$ cat config.mk
export PLATFORM = sky130hd
export DESIGN_NAME = m_stream_demux2
export DESIGN_NICKNAME = d
export VERILOG_FILES = /design/src/rtl/demux_pkg.sv /design/src/rtl/m_out_slot.sv /design/src/rtl/m_stream_demux2.sv
export SDC_FILE = /design/constraint.sdc
export NUM_CORES = 1
export LEC_CHECK = 0
export ABC_CLOCK_PERIOD_IN_PS = 1850
export CAP_MARGIN = 10
export CORE_AREA = 2 2 100 102
export CTS_CLUSTER_SIZE = 12
export DETAILED_ROUTE_END_ITERATION = 12
export DIE_AREA = 0 0 102 104
export PLACE_DENSITY = 0.65
export SYNTH_ARGS = -nofsm -noshare
export SYNTH_HDL_FRONTEND = slang
export SYNTH_SLANG_ARGS = --single-unit
$ cat constraint.sdc
create_clock -name w_clk -period 1.85 [get_ports w_clk]
set_input_delay 0.2775 -clock w_clk [delete_from_list [all_inputs] [get_ports w_clk]]
set_output_delay 0.2775 -clock w_clk [all_outputs]
set_load 0.02 [all_outputs]
$ cat src/rtl/demux_pkg.sv
// Shared types and constants for the 1-to-2 stream demultiplexer.
package demux_pkg;

  localparam int unsigned DW_DEF = 32;
  localparam int unsigned CNT_W  = 16;

  // Packet-tracking FSM encoding
  typedef logic [0:0] state_t;
  localparam logic [0:0] ST_IDLE = 1'b0;
  localparam logic [0:0] ST_PKT  = 1'b1;

  // A one-entry slot can take a beat when empty or when draining this cycle
  function automatic logic slot_can_accept(input logic valid, input logic ready);
    return (!valid) || ready;
  endfunction

endpackage

$ cat src/rtl/m_out_slot.sv
// One-entry registered output stage with valid/ready handshake.
// Optional DEMUX_PKT_CNT_EN adds a completed-packet counter (handshakes with last=1).
module m_out_slot
  import demux_pkg::*;
#(
  parameter int unsigned DW = DW_DEF
) (
  input  logic          clk,
  input  logic          rst_n,
  input  logic          load,
  input  logic [DW-1:0] load_data,
  input  logic          load_last,
  input  logic          out_ready,
  output logic          out_valid,
  output logic [DW-1:0] out_data,
  output logic          out_last,
  output logic          accept_c
`ifdef DEMUX_PKT_CNT_EN
  ,
  output logic [CNT_W-1:0] pkt_cnt
`endif
);

  logic          valid_q, valid_d;
  logic [DW-1:0] data_q,  data_d;
  logic          last_q,  last_d;
  logic          drain;

  // Slot next-state: load wins over drain so a same-cycle drain+load keeps it full
  always_comb begin
    valid_d  = valid_q;
    data_d   = data_q;
    last_d   = last_q;
    drain    = valid_q && out_ready;
    accept_c = slot_can_accept(valid_q, out_ready);
    if (load) begin
      valid_d = 1'b1;
      data_d  = load_data;
      last_d  = load_last;
    end else if (drain) begin
      valid_d = 1'b0;
    end
  end

  // Slot registers
  always_ff @(posedge clk or negedge rst_n) begin
    if (!rst_n) begin
      valid_q <= 1'b0;
      data_q  <= '0;
      last_q  <= 1'b0;
    end else begin
      valid_q <= valid_d;
      data_q  <= data_d;
      last_q  <= last_d;
    end
  end

  assign out_valid = valid_q;
  assign out_data  = data_q;
  assign out_last  = last_q;

`ifdef DEMUX_PKT_CNT_EN
  logic [CNT_W-1:0] cnt_q, cnt_d;

  // Count packets leaving this output; wraps naturally at 2^CNT_W
  always_comb begin
    cnt_d = cnt_q;
    if (drain && last_q) begin
      cnt_d = cnt_q + CNT_W'(1);
    end
  end

  // Counter register
  always_ff @(posedge clk or negedge rst_n) begin
    if (!rst_n) begin
      cnt_q <= '0;
    end else begin
      cnt_q <= cnt_d;
    end
  end

  assign pkt_cnt = cnt_q;
`endif

endmodule

$ cat src/rtl/m_stream_demux2.sv
// Registered 1-to-2 packet stream demultiplexer.
// Route is taken from w_sel on a packet's first beat and held until its last beat.
// Optional DEMUX_PKT_CNT_EN exposes per-output completed-packet counters.
module m_stream_demux2
  import demux_pkg::*;
#(
  parameter int unsigned DW = DW_DEF
) (
  input  logic          w_clk,
  input  logic          w_rst_n,
  input  logic          w_in_valid,
  output logic          w_in_ready,
  input  logic [DW-1:0] w_in_data,
  input  logic          w_in_last,
  input  logic          w_sel,
  output logic          w_out0_valid,
  input  logic          w_out0_ready,
  output logic [DW-1:0] w_out0_data,
  output logic          w_out0_last,
  output logic          w_out1_valid,
  input  logic          w_out1_ready,
  output logic [DW-1:0] w_out1_data,
  output logic          w_out1_last
`ifdef DEMUX_PKT_CNT_EN
  ,
  output logic [CNT_W-1:0] w_cnt0,
  output logic [CNT_W-1:0] w_cnt1
`endif
);

  state_t state_q, state_d;
  logic   route_q, route_d;
  logic   route_c;
  logic   accept_c;
  logic   load0_c, load1_c;
  logic   slot0_accept_c, slot1_accept_c;

  // Route selection, input ready and per-slot load strobes
  always_comb begin
    route_c    = (state_q == ST_PKT) ? route_q : w_sel;
    w_in_ready = route_c ? slot1_accept_c : slot0_accept_c;
    accept_c   = w_in_valid && w_in_ready;
    load0_c    = accept_c && !route_c;
    load1_c    = accept_c &&  route_c;
  end

  // Packet FSM next-state: open on a non-last first beat, close on a last beat
  always_comb begin
    state_d = state_q;
    route_d = route_q;
    case (state_q)
      ST_IDLE: begin
        if (accept_c && !w_in_last) begin
          state_d = ST_PKT;
          route_d = w_sel;
        end
      end
      ST_PKT: begin
        if (accept_c && w_in_last) begin
          state_d = ST_IDLE;
        end
      end
      default: begin
        state_d = ST_IDLE;
      end
    endcase
  end

  // FSM and latched route registers
  always_ff @(posedge w_clk or negedge w_rst_n) begin
    if (!w_rst_n) begin
      state_q <= ST_IDLE;
      route_q <= 1'b0;
    end else begin
      state_q <= state_d;
      route_q <= route_d;
    end
  end

  m_out_slot #(
    .DW (DW)
  ) u_slot0 (
    .clk       (w_clk),
    .rst_n     (w_rst_n),
    .load      (load0_c),
    .load_data (w_in_data),
    .load_last (w_in_last),
    .out_ready (w_out0_ready),
    .out_valid (w_out0_valid),
    .out_data  (w_out0_data),
    .out_last  (w_out0_last),
    .accept_c  (slot0_accept_c)
`ifdef DEMUX_PKT_CNT_EN
    ,
    .pkt_cnt   (w_cnt0)
`endif
  );

  m_out_slot #(
    .DW (DW)
  ) u_slot1 (
    .clk       (w_clk),
    .rst_n     (w_rst_n),
    .load      (load1_c),
    .load_data (w_in_data),
    .load_last (w_in_last),
    .out_ready (w_out1_ready),
    .out_valid (w_out1_valid),
    .out_data  (w_out1_data),
    .out_last  (w_out1_last),
    .accept_c  (slot1_accept_c)
`ifdef DEMUX_PKT_CNT_EN
    ,
    .pkt_cnt   (w_cnt1)
`endif
  );

endmodule

==> flow_summary.json <==
{
  "setup_viol": 0,
  "critPathMaxStageDelay_ps": 370,
  "avgSynthCellArea_um2": 18.0,
  "cp_max_fo": 2,
  "crit_path_start_kind": "flip-flop",
  "htreeDepth": 3,
  "ir_worst_vdd_mv": 0.683,
  "yosysSeqAreaShare_pct": 62.9,
  "layout_min_cycle_time_ps": 1740,
  "cp_top_family": "multiplexers",
  "die-area_um2": 10600,
  "rrSetupSlack_ps": 130,
  "synth_compound_area_share_pct": 0.943,
  "clk_pin_slew_ps": 70,
  "hpwl_um": 4410,
  "r2r_end": "route_q$_DFFE_PN0P_",
  "final_cell_mix": "clkdlybuf4s50_1, dfrtp_1, mux2_4, mux2_1, buf_4",
  "fin_crit_sh_pct": 94.0,
  "crit_path_end_kind": "output port",
  "top_layer_used": "met4",
  "drt_wl_total_um": 6160,
  "ys.flop_type": "dfrtp_1",
  "die_h_um": 104,
  "postCtsSetupBuffers": 0,
  "ios": 108,
  "clockBufferDepth": 2,
  "status": "completed",
  "path_class": "flip-flop to output port",
  "grt_max_degree": 31,
  "diodes": 0,
  "slew_viol_final": 0,
  "die_w_um": 102,
  "yosysUniqueCellTypes": 16,
  "antenna_found_initial": 0,
  "ant_nets": 0,
  "tightest_slew_ps": 393,
  "max_freq_mhz": 575,
  "cp_cell_sequence": "mux2i_2, mux2_4, buf_2",
  "finClkSkew_ps": 7.47,
  "cts_inserted_buffers": 9,
  "routedWlPerCell_um": 14.8,
  "drt-met1-wl_um": 2810,
  "grt_pass1_vias": 1918,
  "gp_congestion": 0.679,
  "reg2reg_depth": 6,
  "synth_edf_count": 0,
  "area.growth.synth_to_final_pct": 51.0,
  "arrival_ps": 1460,
  "final_area_um2": 4210,
  "grtUsageTotal_pct": 12.1,
  "synthCells": 155,
  "std_cell_rows": 36,
  "synth_fa_ha_area_share_pct": 0,
  "wl_met2_um": 2790,
  "power_mw": 7.81,
  "cts_tree": "yes",
  "muxShareOfSynthArea_pct": 31.6,
  "cp.required_ps": 1570,
  "avgViaCountPerCell": 4.17,
  "power_per_cell_area_nw_per_um2": 1860,
  "fin_nets": 319,
  "cts.sinks": 70,
  "start_util_pct": 29.2,
  "hold_ws_ps": 407,
  "fp.coreArea_um2": 9550,
  "rsz0062_at_grt": "true",
  "synth_seq_cells": 70,
  "synthXorXnorAreaFrac_pct": 0,
  "hold_viol_final": 0,
  "drt_iter0_markers": 20,
  "async_reset_ff_share_pct": 100,
  "p_leak_nw": 1.84,
  "synth_top_family_by_area": "multiplexers",
  "hold_path_class": "input pin to asynchronous set/reset pin",
  "relSlewSlack_pct": 73.8,
  "grt_first_pass_wirelength_um": 9850,
  "ys_warn_count": 0,
  "dr.pass1.iters": 4,
  "syn_area_um2": 2790,
  "cap_violations": 0,
  "crit_buf_inv": 1,
  "final_common_cell": "clkdlybuf4s50_1",
  "grt_overflow": 0,
  "postPlaceCellArea_um2": 4040,
  "syn_nets": 194,
  "yosys.area_share.simple_pct": 1.62,
  "crit_slowest_cell": "dfrtp_1",
  "drive_above_1_share_pct": 25.2,
  "clock_latency_ps": 340,
  "io_buffers": 107,
  "cts-root-buf": "clkbuf_8",
  "met3_wirelength_um": 456,
  "post-route-drc-count": 0,
  "dr_total_vias": 1731
}
final cells by class:
| type | instances | area [µm²] |
|---|---|---|
| Clock buffer | 11 | 151 |
| Clock inverter | 2 | 10.0 |
| Fill cell | 894 | 5340 |
| Multi-Input combinational cell | 78 | 956 |
| Sequential cell | 70 | 1750 |
| Tap cell | 133 | 166 |
| Timing Repair Buffer | 121 | 1170 |
repair_timing:
action | CTS | global route
gates resized for setup | 4 | 1
endpoints found under the setup margin | 1 | 1
endpoints found under the hold margin | 28 | 0
hold buffers | 1 | 0
pin swaps | 0 | 0
how the worst max path moves through the flow:
stage	slack [ps]	cells past startpoint	end	from
2_1_floorplan	280	5	u_slot1.out_data[3]$_DFFE_PN0P_	flip-flop
4_1_cts	60	3	w_in_ready	flip-flop
6_report	110	3	w_in_ready	flip-flop
5_1_grt	-10	5	u_slot1.out_data[12]$_DFFE_PN0P_	flip-flop
3_3_place_gp	-260	4	w_in_ready	w_sel
3_5_place_dp	-260	4	w_in_ready	w_sel
worst register-to-register path, delay by kind of cell (launching register included):
kind | cells | cell delay, ps
compound gates | 1 | 180
simple gates | 1 | 190
mux | 2 | 510
flops | 1 | 400
buf+inv | 2 | 330
synthesized netlist by cell type (2+ instances only):
library cell  instances  area (µm²)
nand2_1               2        7.51
buf_2                 3        15.0
mux2_2               13         146
mux2_4               27         405
mux2_1               28         315
nand2b_1              2        12.5
dfrtp_1              70        1750
buf_12                2        40.0
kinds of logic after synthesis:
group                  count (synthesis)
AOI/OAI and AO/OA                      3
buffers and inverters                  7
DFF                                   70
muxes                                 69
and+or+nand+nor                        6
layer usage:
layer	track usage (%)	vias to the layer above
li1	-	791
met4	5.33	0
met2	18.0	69
met3	3.97	10
met5	0	-
met1	15.9	861
state kept, by name (all words and copies together) (netlist names), named ones only:
signal / cells
u_slot0.out_data: 32
u_slot0.out_last: 1
u_slot1.out_last: 1
route_q: 1
u_slot1.out_data: 32
u_slot1.out_valid: 1
u_slot0.out_valid: 1
report_power, final:
part / switching, mW / total [mW] / internal, mW
clock network: 0.524 / 1.06 / 0.533
logic: 1.78 / 4.02 / 2.24
registers: 0.422 / 2.73 / 2.31
metrics by stage:
step                setup TNS (ps)  util (%)  setup slack (ps)  instances
finish                           0      44.1               111        415
global route                 -61.7      44.1             -12.9        415
CTS                              0      44.0              58.4        415
detailed placement           -4690      42.3              -255        401
global placement             -3650      42.3              -255        401
floorplan                        0         -               278        155
(Power assumes the default switching activity.)
